===== src/rtl/clkmgr_clk_en_ctrl.sv =====
// Staggered clock-family enable controller.
// A change of req_i walks the per-domain enables one bit at a time, either
// upward when enabling or downward when disabling. Consecutive bit changes are
// StaggerCycles+1 cycles apart. The controller then waits for the synchronized
// acknowledges to match the target.
// Optional feature: define CLKMGR_EN_CTRL_TIMEOUT_EN to bound the ack wait to
// TimeoutCycles and raise a sticky err_o when the bound expires.
module clkmgr_clk_en_ctrl #(
    parameter int unsigned NumClocks     = 3,
    parameter int unsigned StaggerCycles = 2,
    parameter int unsigned TimeoutCycles = 16
) (
    input  logic                 clk_i,
    input  logic                 rst_ni,
    input  logic                 req_i,
    input  logic [NumClocks-1:0] acks_i,
    output logic [NumClocks-1:0] ens_o,
    output logic                 busy_o,
    output logic                 done_o,
    output logic                 err_o,
    input  logic                 err_clr_i
);

    localparam int unsigned IdxW = (NumClocks > 1) ? $clog2(NumClocks) : 1;
    localparam int unsigned CntW = (StaggerCycles > 0) ? $clog2(StaggerCycles + 1) : 1;
    localparam logic [IdxW-1:0] LastIdx = IdxW'(NumClocks - 1);
    localparam logic [CntW-1:0] CntMax  = CntW'(StaggerCycles);

    typedef enum logic [1:0] {
        StIdle,
        StStep,
        StWaitAck
    } state_e;

    state_e                 state_q, state_d;
    logic                   target_q, target_d;
    logic [IdxW-1:0]        idx_q, idx_d;
    logic [CntW-1:0]        cnt_q, cnt_d;
    logic [NumClocks-1:0]   ens_q, ens_d;
    logic                   done_q, done_d;
    logic [NumClocks-1:0]   acks_meta_q, acks_sync_q;
    logic [IdxW-1:0]        start_idx;
    logic                   last_bit;
    logic                   ack_match;

`ifdef CLKMGR_EN_CTRL_TIMEOUT_EN
    localparam int unsigned TmoW = (TimeoutCycles > 1) ? $clog2(TimeoutCycles) : 1;
    localparam logic [TmoW-1:0] TmoMax = TmoW'(TimeoutCycles - 1);

    logic [TmoW-1:0] tmo_q, tmo_d;
    logic            err_q, err_d;
    logic            timeout;
`else
    logic            unused_err_clr;
    logic [31:0]     unused_timeout_cycles;

    assign unused_err_clr        = err_clr_i;
    assign unused_timeout_cycles = TimeoutCycles;
`endif

    // Two-flop synchronizer for the asynchronous acknowledges
    always_ff @(posedge clk_i or negedge rst_ni) begin
        if (!rst_ni) begin
            acks_meta_q <= '0;
            acks_sync_q <= '0;
        end else begin
            acks_meta_q <= acks_i;
            acks_sync_q <= acks_meta_q;
        end
    end

    // Controller state register
    always_ff @(posedge clk_i or negedge rst_ni) begin
        if (!rst_ni) begin
            state_q  <= StIdle;
            target_q <= 1'b0;
            idx_q    <= '0;
            cnt_q    <= '0;
            ens_q    <= '0;
            done_q   <= 1'b0;
`ifdef CLKMGR_EN_CTRL_TIMEOUT_EN
            tmo_q    <= '0;
            err_q    <= 1'b0;
`endif
        end else begin
            state_q  <= state_d;
            target_q <= target_d;
            idx_q    <= idx_d;
            cnt_q    <= cnt_d;
            ens_q    <= ens_d;
            done_q   <= done_d;
`ifdef CLKMGR_EN_CTRL_TIMEOUT_EN
            tmo_q    <= tmo_d;
            err_q    <= err_d;
`endif
        end
    end

    // Next-state logic: the first bit of a sequence is written on the IDLE->STEP
    // edge, so it is visible during the first STEP cycle
    always_comb begin
        state_d   = state_q;
        target_d  = target_q;
        idx_d     = idx_q;
        cnt_d     = cnt_q;
        ens_d     = ens_q;
        done_d    = 1'b0;
        start_idx = req_i ? '0 : LastIdx;
        last_bit  = target_q ? (idx_q == LastIdx) : (idx_q == '0);
        ack_match = (acks_sync_q == {NumClocks{target_q}});
`ifdef CLKMGR_EN_CTRL_TIMEOUT_EN
        tmo_d     = tmo_q;
        timeout   = 1'b0;
`endif
        case (state_q)
            StIdle: begin
                if (req_i != target_q) begin
                    target_d         = req_i;
                    idx_d            = start_idx;
                    cnt_d            = '0;
                    ens_d[start_idx] = req_i;
                    state_d          = StStep;
                end
            end
            StStep: begin
                if (cnt_q == CntMax) begin
                    cnt_d = '0;
                    if (last_bit) begin
                        state_d = StWaitAck;
`ifdef CLKMGR_EN_CTRL_TIMEOUT_EN
                        tmo_d   = '0;
`endif
                    end else begin
                        idx_d        = target_q ? (idx_q + 1'b1) : (idx_q - 1'b1);
                        ens_d[idx_d] = target_q;
                    end
                end else begin
                    cnt_d = cnt_q + 1'b1;
                end
            end
            StWaitAck: begin
                if (ack_match) begin
                    done_d  = 1'b1;
                    state_d = StIdle;
                end
`ifdef CLKMGR_EN_CTRL_TIMEOUT_EN
                else if (tmo_q == TmoMax) begin
                    timeout = 1'b1;
                    state_d = StIdle;
                end else begin
                    tmo_d = tmo_q + 1'b1;
                end
`endif
            end
            default: state_d = StIdle;
        endcase
`ifdef CLKMGR_EN_CTRL_TIMEOUT_EN
        // A timeout in the same cycle as a clear keeps the flag set
        err_d = err_q;
        if (timeout) begin
            err_d = 1'b1;
        end else if (err_clr_i) begin
            err_d = 1'b0;
        end
`endif
    end

    assign ens_o  = ens_q;
    assign done_o = done_q;
    assign busy_o = (state_q != StIdle);
`ifdef CLKMGR_EN_CTRL_TIMEOUT_EN
    assign err_o  = err_q;
`else
    assign err_o  = 1'b0;
`endif

endmodule


===== config.mk =====
export PLATFORM = sky130hd
export DESIGN_NAME = clkmgr_clk_en_ctrl
export DESIGN_NICKNAME = d
export VERILOG_FILES = /design/src/rtl/clkmgr_clk_en_ctrl.sv
export SDC_FILE = /design/constraint.sdc
export NUM_CORES = 1
export LEC_CHECK = 0
export ABC_AREA = 1
export CORE_MARGIN = 2
export CORE_UTILIZATION = 45
export CTS_CLUSTER_SIZE = 10
export DETAILED_ROUTE_END_ITERATION = 12
export PLACE_DENSITY = 0.68
export SKIP_CTS_REPAIR_TIMING = 1
export SYNTH_ARGS = -nofsm -noshare
export SYNTH_HDL_FRONTEND = slang
export SYNTH_SLANG_ARGS = --single-unit

===== constraint.sdc =====
create_clock -name clk_i -period 1.5 [get_ports clk_i]
set_input_delay 0.375 -clock clk_i [delete_from_list [all_inputs] [get_ports clk_i]]
set_output_delay 0.375 -clock clk_i [all_outputs]
set_load 0.02 [all_outputs]

==> summary.md <==
| Metric | Value |
|---|---|
| Status | complete, no violations |
| Maximum VDD drop | 1.250 mV |
| Total CTS buffers | 3 |
| Share of layout cells above drive strength 1 | 21.14% |
| Routability cong. | ~0.85 |
| Endpoints failing hold | 0 |
| H-tree levels | 1 |
| Combinational Power Share | approximately 63% |
| Most frequent cells in the layout | 30 x nand2_1, 16 x dfrtp_1, 12 x nand3_1 |
| Reg clk slew, reported paths | about 0.10 ns |
| Crit-path slowest cell | dfrtp_1 |
| First-pass GRT wire length | about 2.9 mm |
| Die Y | about 48 um |
| Leakage | 0.0006033 uW |
| CP arrival | 1.00 ns |
| Sw Ratio | about half |
| Clock root buffer | clkbuf_4 |
| Critical Path Fanout Max | 2 |
| Synthesis-stage register bit count | 17 |
| Layout Nets | ~130 |
| Clock share of power | under 10% |
| Global Route Usage Sum | ~16% |
| Pint | approximately 1300 uW |
| Via density | 4.533 |
| Crit path launch type | flip-flop |
| PwrDens | between 2000 and 2500 mW/mm^2 |
| Max Clk Rate | ~730 MHz |
| FF-to-FF setup slack | roughly 0.14 ns |
| Clock sink count | 17 |
| Total vias in the final route | 680 |
| PortBufs | 10 |
| Overflow after GRT | 0 |
| Worst R2R Path Depth | 9 |
| N_diodes | 0 |
| Most common cell after layout, fill and taps aside | nand2_1 |
| Setup TNS | 0 ns |
| Initial antenna violation count | 0 |
| Tcrit/Tclk final | 91.44% |
| Die span in x | just under 50 um |
| Clock Path Buffers | 2 |
| Hold Crit Start | acks_meta_q[0] |
| Synthesized area per cell | ~8.5 sq um |
| Setup crit end kind | output pin |
| Setup violators final | 0 |
| TritonCTS clock tree | yes |
| WP data required | between 1 and 1.5 ns |
| Synth Cell Area | around 880 sq um |
| End of the worst hold path | acks_sync_q[0] |
| Initial DRT Pass Iterations | 3 |
| Reg power frac | ~28% |
| Layout area overhead | 23.62% |
| Critical path type | flip-flop to output pin |
| WL/cell | between 10 and 15 um |
| Iter 0 DRT Violations | 5 |
| Clock Skews | a little over 0.007 ns |
| Largest net degree at the start of global routing | 18 |
| # IOs | 13 |
| Pwr Total | between 2000 and 3000 uW |
| Core Area | ~0.0019 sq mm |
| Hold Crit Class | flip-flop to flip-flop |
| Minimum clock period | between 1 and 1.5 ns |
| Unrepaired setup endpoints after global routing | false |
| Placed cells | 146 |
| PnR worst setup slack | 0.1284 ns |
| DP HPWL | 1.262 mm |
| Vias in the first global route | just under 700 |
| DRC | 0 |
| # rows | 16 |
| Netlist cell types | 20 |
| DRT antenna net count | 0 |
| Fin. max-slew vios | 0 |
| RR Endpoint | ens_o[0] |
| Setup WS pre-CTS | -0.08476 ns |
| Slowest stage delay, CP | ~0.4 ns |
| Worst r2r src | target_q |
| WL final | 1.598 mm |
| Maxcap violations | 0 |
| Post-synthesis sequential area ratio | between 40% and 50% |
| Syn_nets | between 100 and 150 |
| Cells after Synth | between 100 and 150 |
| Cell Chain, Critical Path | nor2_2 > inv_1 > clkbuf_2 |
| Hold path cells | 0 |
| Synth Warn # | 0 |
| Switching power | about 1200 uW |
| Die area | 0.002336 sq mm |
| Worst skew pair latency | 0.28 ns |
| Non-filler cells, final | 150 |
| Starting Density | 46.51% |
cells in the mapped netlist, drive strengths merged:
cell type	count	share of area [%]
o21ai	9	5.1
nor3	2	1.1
inv	13	6.1
nand2	36	19
a21oi	1	0.57
conb	1	0.42
nor2	7	5.4
dfrtp	17	48
ha	3	4.2
buf	2	1.7
nand3	13	7.9
layout make-up:
cell class	instances	area, sq um
Sequential cell	17	426.7
Multi-Input combinational cell	72	392.9
Inverter	13	56.30
Tap cell	27	33.78
Timing Repair Buffer	17	157.7
Fill cell	179	808.3
Clock buffer	4	26.28
cells by family after synthesis:
logic type,synth area share (%)
and+or+nand+nor,33.80
DFF,48.09
buffers and inverters,7.779
AOI/OAI and AO/OA,5.657
adders and majority gates,4.244
other,0.4239
critical path, delay by kind of cell (launching register included):
kind	cells	cell delay, ns
DFF	1	0.40
buffers and inverters	2	0.18
and+or+nand+nor	1	0.12
power groups by stage:
stage	registers [uW]	logic [uW]	clock network, uW
after floorplan	737	1090	0
after global placement	700	1540	0
after detailed placement	710	1580	0
after CTS	701	1580	248
after global routing	721	1780	275
final	701	1570	241
state kept, by name (all words and copies together) (netlist names):
register	cells
acks_meta_q	3
state_q	2
target_q	1
idx_q	2
done_o	1
acks_sync_q	3
cnt_q	2
ens_o	3
metal layers:
layer	wire, um	vias up	GRT usage, %
met1	775	310	20.00
met3	40	2	4.012
li1	-	363	-
met2	764	5	27.31
met5	0	-	0
met4	19	0	7.143
worst max path at each step:
stage          startpoint       end  cells past startpoint
3_5_place_dp        req_i  cnt_q[1]                      9
5_1_grt          target_q  ens_o[0]                      8
3_3_place_gp        req_i  ens_o[2]                      9
4_1_cts        state_q[1]    busy_o                      3
6_report       state_q[1]    busy_o                      3
2_1_floorplan    target_q  ens_o[2]                     10
stage by stage:
stage / util, % / cell area, sq um / hold WS [ns]
after floorplan: - / 884.6 / 0.07941
after global placement: 55.53 / 1056 / 0.3336
after detailed placement: 55.53 / 1056 / 0.3418
after CTS: 56.91 / 1082 / 0.3637
after global routing: 57.50 / 1094 / 0.3767
final: 57.50 / 1094 / 0.3611
Power figures use the tool's default switching activity.
